$ cat config.mk
export PLATFORM = sky130hd
export DESIGN_NAME = l1_accept_readout
export DESIGN_NICKNAME = d
export VERILOG_FILES = /design/src/rtl/l1_readout_pkg.sv /design/src/rtl/l1_derand_fifo.sv /design/src/rtl/l1_accept_readout.sv
export SDC_FILE = /design/constraint.sdc
export NUM_CORES = 1
export LEC_CHECK = 0
export ABC_AREA = 1
export BUFFER_PORTS_ARGS = -buffer_cell sky130_fd_sc_hd__buf_2
export CAP_MARGIN = 20
export CORE_ASPECT_RATIO = 0.7
export CORE_MARGIN = 2
export CORE_UTILIZATION = 51
export CTS_BUF_LIST = sky130_fd_sc_hd__clkbuf_8
export DETAILED_ROUTE_END_ITERATION = 6
export HOLD_SLACK_MARGIN = 0.12
export PLACE_DENSITY = 0.79
export SLEW_MARGIN = 0
export SYNTH_ARGS = -nofsm -noshare
export SYNTH_HDL_FRONTEND = slang
export SYNTH_SLANG_ARGS = --single-unit
$ cat constraint.sdc
create_clock -name clk -period 3.1 [get_ports clk]
set_clock_uncertainty 0.15 [all_clocks]
set_input_delay 0.62 -clock clk [delete_from_list [all_inputs] [get_ports clk]]
set_output_delay 0.62 -clock clk [all_outputs]
set_load 0.01 [all_outputs]
$ cat src/rtl/l1_readout_pkg.sv
// rtl/l1_readout_pkg.sv - shared types and widths for the L1 accept readout
package l1_readout_pkg;

    localparam int SAMPLE_W = 8;
    localparam int EVT_BX_W = 12;
    localparam int LOST_W   = 8;
    localparam logic [LOST_W-1:0] LOST_MAX = '1;

    typedef enum logic [1:0] {
        WARMUP = 2'd0,
        IDLE   = 2'd1,
        DEAD   = 2'd2
    } state_t;

    typedef struct packed {
        logic signed [SAMPLE_W-1:0] energy;
        logic signed [SAMPLE_W-1:0] isol;
        logic [EVT_BX_W-1:0]        bx;
    } event_t;

endpackage

$ cat src/rtl/l1_derand_fifo.sv
// rtl/l1_derand_fifo.sv - first-word-fall-through derandomiser FIFO with full/empty flags
module l1_derand_fifo #(
    parameter int WIDTH = 28,
    parameter int DEPTH = 8
) (
    input  logic             clk,
    input  logic             rst,
    input  logic             push,
    input  logic [WIDTH-1:0] push_data,
    input  logic             pop,
    output logic [WIDTH-1:0] head,
    output logic             full,
    output logic             empty
);

    localparam int AW = $clog2(DEPTH);

    logic [WIDTH-1:0] mem [DEPTH];
    logic [AW-1:0]    wr_ptr;
    logic [AW-1:0]    rd_ptr;
    logic [AW:0]      count;
    logic             do_push;
    logic             do_pop;

    // full/empty come from the registered count, so a same-cycle pop never frees a slot
    assign full    = (count == (AW+1)'(DEPTH));
    assign empty   = (count == '0);
    assign do_push = push && !full;
    assign do_pop  = pop && !empty;
    assign head    = mem[rd_ptr];

    always_ff @(posedge clk or negedge rst) begin
        if (!rst) begin
            wr_ptr <= '0;
            rd_ptr <= '0;
            count  <= '0;
            for (int i = 0; i < DEPTH; i++) begin
                mem[i] <= '0;
            end
        end else begin
            if (do_push) begin
                mem[wr_ptr] <= push_data;
                wr_ptr      <= wr_ptr + AW'(1);
            end
            if (do_pop) begin
                rd_ptr <= rd_ptr + AW'(1);
            end
            count <= count + (AW+1)'(do_push) - (AW+1)'(do_pop);
        end
    end

endmodule

$ cat src/rtl/l1_accept_readout.sv
// rtl/l1_accept_readout.sv - latency ring buffer, accept FSM, derandomiser and loss counter
// Optional zero suppression of accepted events: L1_READOUT_ZS_EN
module l1_accept_readout
    import l1_readout_pkg::*;
#(
    parameter int TRIG_LATENCY = 2,
    parameter int PIPE_DEPTH   = 16,
    parameter int FIFO_DEPTH   = 8,
    parameter int DEAD_TIME    = 3,
    parameter int BX_W         = EVT_BX_W,
    parameter logic signed [SAMPLE_W-1:0] ZS_THRESH = 8'sd8
) (
    input  logic                clk,
    input  logic                rst,
    input  logic [SAMPLE_W-1:0] energy,
    input  logic [SAMPLE_W-1:0] isol,
    input  logic                trigger,
    output logic                rd_valid,
    input  logic                rd_ready,
    output logic [SAMPLE_W-1:0] rd_energy,
    output logic [SAMPLE_W-1:0] rd_isol,
    output logic [BX_W-1:0]     rd_bx,
    output logic                busy,
    output logic [LOST_W-1:0]   lost_cnt
);

    localparam int PTR_W   = $clog2(PIPE_DEPTH);
    localparam int CNT_MAX = (TRIG_LATENCY > DEAD_TIME) ? TRIG_LATENCY : DEAD_TIME;
    localparam int CNT_W   = $clog2(CNT_MAX + 1);

    logic [BX_W-1:0]  bx;
    logic [PTR_W-1:0] wr_ptr;
    logic [PTR_W-1:0] sel_ptr;
    event_t           ring [PIPE_DEPTH];
    event_t           sel_evt;
    event_t           head_evt;
    state_t           state;
    state_t           state_nxt;
    logic [CNT_W-1:0] cnt;
    logic [CNT_W-1:0] cnt_nxt;
    logic             fifo_full;
    logic             fifo_empty;
    logic             zs_pass;
    logic             push;
    logic             lost_inc;

    always_ff @(posedge clk or negedge rst) begin
        if (!rst) begin
            bx     <= '0;
            wr_ptr <= '0;
        end else begin
            bx     <= bx + BX_W'(1);
            wr_ptr <= wr_ptr + PTR_W'(1);
        end
    end

    always_ff @(posedge clk) begin
        ring[wr_ptr] <= '{energy: energy, isol: isol, bx: bx};
    end

    // the sample TRIG_LATENCY cycles old was written TRIG_LATENCY slots behind wr_ptr
    assign sel_ptr = wr_ptr - PTR_W'(TRIG_LATENCY);
    assign sel_evt = ring[sel_ptr];

`ifdef L1_READOUT_ZS_EN
    assign zs_pass = ($signed(sel_evt.energy) >= ZS_THRESH);
`else
    assign zs_pass = 1'b1;
`endif

    always_ff @(posedge clk or negedge rst) begin
        if (!rst) begin
            state <= WARMUP;
            cnt   <= '0;
        end else begin
            state <= state_nxt;
            cnt   <= cnt_nxt;
        end
    end

    // The accept cycle is the first dead-time cycle; DEAD covers the remaining DEAD_TIME-1.
    always_comb begin
        state_nxt = state;
        cnt_nxt   = cnt;
        case (state)
            WARMUP: begin
                if (cnt == CNT_W'(TRIG_LATENCY - 1)) begin
                    state_nxt = IDLE;
                    cnt_nxt   = '0;
                end else begin
                    cnt_nxt = cnt + CNT_W'(1);
                end
            end
            IDLE: begin
                if (trigger && !fifo_full && zs_pass && (DEAD_TIME > 1)) begin
                    state_nxt = DEAD;
                    cnt_nxt   = CNT_W'(1);
                end
            end
            DEAD: begin
                if (cnt >= CNT_W'(DEAD_TIME - 1)) begin
                    state_nxt = IDLE;
                    cnt_nxt   = '0;
                end else begin
                    cnt_nxt = cnt + CNT_W'(1);
                end
            end
            default: begin
                state_nxt = WARMUP;
                cnt_nxt   = '0;
            end
        endcase
    end

    always_comb begin
        push     = 1'b0;
        lost_inc = 1'b0;
        case (state)
            WARMUP: lost_inc = trigger;
            IDLE: begin
                if (trigger) begin
                    if (fifo_full) begin
                        lost_inc = 1'b1;
                    end else begin
                        push = zs_pass;
                    end
                end
            end
            DEAD:    lost_inc = trigger;
            default: lost_inc = 1'b0;
        endcase
    end

    always_ff @(posedge clk or negedge rst) begin
        if (!rst) begin
            lost_cnt <= '0;
            busy     <= 1'b0;
        end else begin
            if (lost_inc && (lost_cnt != LOST_MAX)) begin
                lost_cnt <= lost_cnt + LOST_W'(1);
            end
            busy <= (state == DEAD) || fifo_full;
        end
    end

    l1_derand_fifo #(
        .WIDTH ($bits(event_t)),
        .DEPTH (FIFO_DEPTH)
    ) u_fifo (
        .clk       (clk),
        .rst       (rst),
        .push      (push),
        .push_data (sel_evt),
        .pop       (rd_ready),
        .head      (head_evt),
        .full      (fifo_full),
        .empty     (fifo_empty)
    );

    assign rd_valid  = !fifo_empty;
    assign rd_energy = head_evt.energy;
    assign rd_isol   = head_evt.isol;
    assign rd_bx     = head_evt.bx;

endmodule
==> PnR_summary.wiki <==
{| class="wikitable"
! Metric !! Value
|-
| Largest delay share family, worst path || compound AO/OA/AOI/OAI gates
|-
| Crit path kind || flip-flop to output port
|-
| Distinct cell type count of the synthesized netlist || 30
|-
| Total leakage power || 16.4 nW
|-
| Average vias per placed instance || 5.41
|-
| Number of failing hold endpoints at the final stage || 0
|-
| Amount of wire on met3 after detailed routing || 8.77 mm
|-
| Vias in the first global route || 23,196
|-
| Worst relative slew slack || 34.7%
|-
| Share of the cycle needed by the critical path after routing || 101%
|-
| GRT overflow || 0
|-
| Count of input and output buffers || 57
|-
| Stages on worst setup path || 7
|-
| Total via count in the routed design || 23,751
|-
| Worst reg2reg path endpoint || ring[11][24]
|-
| Overall power after layout || 0.0256 W
|-
| Final Instance Count excl. Fillers || 4,389
|-
| Clk buf depth || 3
|-
| Post-Syn Area || 31,700 µm²
|-
| Final Net Count || 3,520
|-
| Number of cells on the worst reg-to-reg path || 5
|-
| Worst reg-to-reg setup slack || 0.64 ns
|-
| Post-route DRC || 0
|-
| Antenna violations before repair || 2
|-
| Remaining number of nets flagged by the antenna check after routing || 0
|-
| Register clock-pin slew on the reported worst setup and hold paths || 0.07 ns
|-
| IO Pins || 58
|-
| CTS tree || yes
|-
| Max-slew violations || 0
|-
| Largest voltage drop on the vdd net || 0.504 mV
|-
| Avg Cell Area, Syn || 9.28 µm²
|-
| Crit path max-delay cell type || sky130_fd_sc_hd__dfrtp_4
|-
| Global routing usage summed across all routing layers || 25.5%
|-
| Max-capacitance violation count || 0
|-
| Critical path peak fanout || 11
|-
| Power per cell area || 729 nW/µm²
|-
| Count of buffering cells on the critical path with inverters included || 3
|-
| Adder and majority cell fraction of the synthesized area || 0.696%
|-
| Pin count of the biggest net entering global routing || 121
|-
| Final critical-path setup slack || -0.0393 ns
|-
| Hold_ws || 0.152 ns
|-
| Share of the synthesized area in compound gates (AO/OA/AOI/OAI) || 2.99%
|-
| Final period demand of the worst path || 3.14 ns
|-
| Detail Route met2 WL || 36.0 mm
|-
| Cell Rows || 76
|-
| Xor and xnor area share after synthesis || 0.636%
|-
| Wire length of the first global-routing pass || 127 mm
|-
| Area Growth Syn to Fin || 11.1%
|-
| Initial standard-cell utilization of the core || 51.5%
|-
| Capturing element of the worst setup path || rd_bx[0]
|-
| Total half-perimeter wirelength after legalization and detailed placement || 44.5 mm
|-
| Sequential cell area fraction in the yosys report || 63.3%
|-
| Root buffer cell || sky130_fd_sc_hd__clkbuf_8
|-
| Arrival time of data at the critical path endpoint || 2.37 ns
|-
| Endpoint class of the critical path || output port
|-
| Main combinational cell family by area after synthesis || simple AND/OR/NAND/NOR gates
|-
| Area enclosed by the die boundary || 64,100 µm²
|-
| Number of detailed-route iterations in the first pass || 6
|-
| Total Wirelength || 81.1 mm
|-
| Net count of the mapped netlist || 3,448
|-
| Endpoints failing setup || 1
|-
| Layout cell share with drive strength beyond 1 || 9.83%
|-
| Die Span Y || 212 µm
|-
| Placeable core region || 61,400 µm²
|-
| Highest Clock Rate || 319 MHz
|-
| Launching instance or port of the critical path || u_fifo.rd_ptr[0]
|-
| Ordered cell list for the critical path || buf_12 > buf_6 > o21ai_0 > o21ai_1 > a21oi_1 > a31oi_1 > buf_2
|-
| M1 WL || 34.3 mm
|-
| Routed wirelength normalized by instance count || 18.5 µm
|-
| Simple logic cell fraction of the synthesized area || 24.8%
|-
| Startpoint class of the critical path || flip-flop
|-
| Synthesized instance count || 3,411
|-
| Depth of the CTS H-tree || 3
|-
| Total negative setup slack || -0.0393 ns
|-
| Clock buffers created by TritonCTS || 102
|-
| Cell Count Post-Placement || 4,181
|-
| Run status || complete, but fails checks
|-
| Width of the chip || 302 µm
|-
| Number of clock sinks seen by CTS || 711
|-
| Flops & latches, synth || 711
|-
| Transition time at the pin with the least slew margin || 0.979 ns
|-
| Worst EP required || 2.33 ns
|-
| Peak per-stage delay on the critical path || 0.58 ns
|-
| Setup slack after placement || 0.604 ns
|-
| Clock latency of the later-clocked register in the worst-skew pair || 0.69 ns
|-
| Yosys warnings || 0
|-
| Routability congestion estimate || 0.832
|-
| Reg-to-reg startpoint || wr_ptr[1]
|-
| Top routing layer in use || met5
|-
| Portion of netlist area occupied by mux cells || 0%
|-
| Violated checks || negative setup slack
|-
| Hold/Removal Path Class || input pin to flip-flop
|-
| 1st-iter DRT viols || 3,316
|}
## cell usage in the layout (no fill, tap or decap), types with 32 or more instances in the layout
master | netlist | routed
sky130_fd_sc_hd__nand2_1 | 1361 | 1361
sky130_fd_sc_hd__edfxtp_1 | 448 | 448
sky130_fd_sc_hd__inv_1 | 366 | 409
sky130_fd_sc_hd__nand3_1 | 350 | 350
sky130_fd_sc_hd__dfrtp_1 | 263 | 258
sky130_fd_sc_hd__nor2_1 | 167 | 150
sky130_fd_sc_hd__clkbuf_8 | 0 | 121
sky130_fd_sc_hd__o21ai_0 | 101 | 97
sky130_fd_sc_hd__buf_2 | 70 | 57
sky130_fd_sc_hd__buf_4 | 25 | 46
sky130_fd_sc_hd__a21oi_1 | 32 | 32
## power by group
| part | total [W] | leakage, nW | internal, W | switching (W) |
|---|---|---|---|---|
| sequential | 0.0124 | 7.19 | 0.0115 | 0.000901 |
| clock | 0.00719 | 1.18 | 0.00362 | 0.00357 |
| combinational | 0.00609 | 8.05 | 0.00228 | 0.00381 |
| total | 0.0256 | 16.4 | 0.0174 | 0.00828 |
## Yosys cell counts
cell type,instances,area share (%)
sky130_fd_sc_hd__a21oi_1,32,0.51
sky130_fd_sc_hd__a31oi_1,30,0.59
sky130_fd_sc_hd__buf_1,8,0.095
sky130_fd_sc_hd__buf_2,70,1.1
sky130_fd_sc_hd__buf_4,25,0.59
sky130_fd_sc_hd__buf_6,21,0.75
sky130_fd_sc_hd__clkbuf_1,49,0.58
sky130_fd_sc_hd__dfrtp_1,263,21
sky130_fd_sc_hd__edfxtp_1,448,42
sky130_fd_sc_hd__fa_1,1,0.063
sky130_fd_sc_hd__ha_1,16,0.63
sky130_fd_sc_hd__inv_1,366,4.3
sky130_fd_sc_hd__inv_2,13,0.15
sky130_fd_sc_hd__inv_4,1,0.020
sky130_fd_sc_hd__nand2_1,1361,16
sky130_fd_sc_hd__nand2_2,29,0.57
sky130_fd_sc_hd__nand3_1,350,5.5
sky130_fd_sc_hd__nand3_4,1,0.055
sky130_fd_sc_hd__nand3b_1,1,0.024
sky130_fd_sc_hd__nand4_1,1,0.020
sky130_fd_sc_hd__nor2_1,167,2.0
sky130_fd_sc_hd__nor2_2,2,0.040
sky130_fd_sc_hd__nor2_4,9,0.32
sky130_fd_sc_hd__nor3_1,4,0.063
sky130_fd_sc_hd__nor4_1,1,0.020
sky130_fd_sc_hd__o21a_1,1,0.024
sky130_fd_sc_hd__o21ai_0,101,1.6
sky130_fd_sc_hd__o21ai_1,17,0.27
sky130_fd_sc_hd__xnor2_1,10,0.28
sky130_fd_sc_hd__xor2_1,13,0.36
## sequential cells by signal (all words and copies together) (netlist names)
register       count
u_fifo.wr_ptr      3
ring             448
wr_ptr             4
lost_cnt           8
cnt                2
u_fifo.mem       224
u_fifo.count       4
u_fifo.rd_ptr      3
bx                12
state              2
busy               1
## through the flow
step | instance area [µm²] | util (%)
6_report | 35200 | 57.2
3_3_place_gp | 32900 | 53.5
2_1_floorplan | 31700 | -
5_1_grt | 35200 | 57.2
3_5_place_dp | 32900 | 53.5
4_1_cts | 35000 | 56.9
## how the worst min path moves through the flow
stage	startpoint	endpoint	slack [ns]	depth (start not counted)
finish	isol[3]	ring[6][15]	0.15	1
global route	isol[3]	ring[6][15]	0.15	1
CTS	isol[3]	ring[6][15]	0.12	1
detailed placement	u_fifo.mem[175]	u_fifo.mem[175]	0.31	2
global placement	u_fifo.mem[33]	u_fifo.mem[33]	0.31	2
floorplan	rst	busy	0.17	0
## cells by family after synthesis
family | after synthesis
AOI/OAI and AO/OA | 181
adders and majority gates | 17
DFF | 711
and+or+nand+nor | 1926
buffers and inverters | 553
xor gates and xnor gates | 23
## routing by layer
layer / vias up / GRT usage, %
li1: 10991 / -
met1: 11272 / 37.4
met2: 1308 / 38.5
met3: 178 / 4.83
met4: 2 / 8.14
met5: - / 0
## worst register-to-register path: stages (launching register included)
cell,delay (ns)
sky130_fd_sc_hd__dfrtp_4,0.45
sky130_fd_sc_hd__buf_4,0.46
sky130_fd_sc_hd__ha_1,0.30
sky130_fd_sc_hd__inv_1,0.17
sky130_fd_sc_hd__nor2_4,0.33
sky130_fd_sc_hd__buf_12,0.26
## repair_timing
item	CTS	global route
endpoints found under the setup margin	14	26
buffers inserted	0	6
cloned	1	5
hold endpoints to repair	73	0
hold buffers	5	0
pin swaps	0	2
resized for setup	5	12
## cell type report
cell class | count | area [µm²]
timing repair buffer | 140 | 1310
clock inverter | 69 | 309
multi-input combinational | 2147 | 9350
tap | 819 | 1020
antenna | 1 | 2.50
timing repair inverter | 1 | 8.76
sequential | 711 | 20000
clock buffer | 121 | 1670
inverter | 380 | 1450
fill | 5088 | 26300
(Power assumes the default switching activity.)
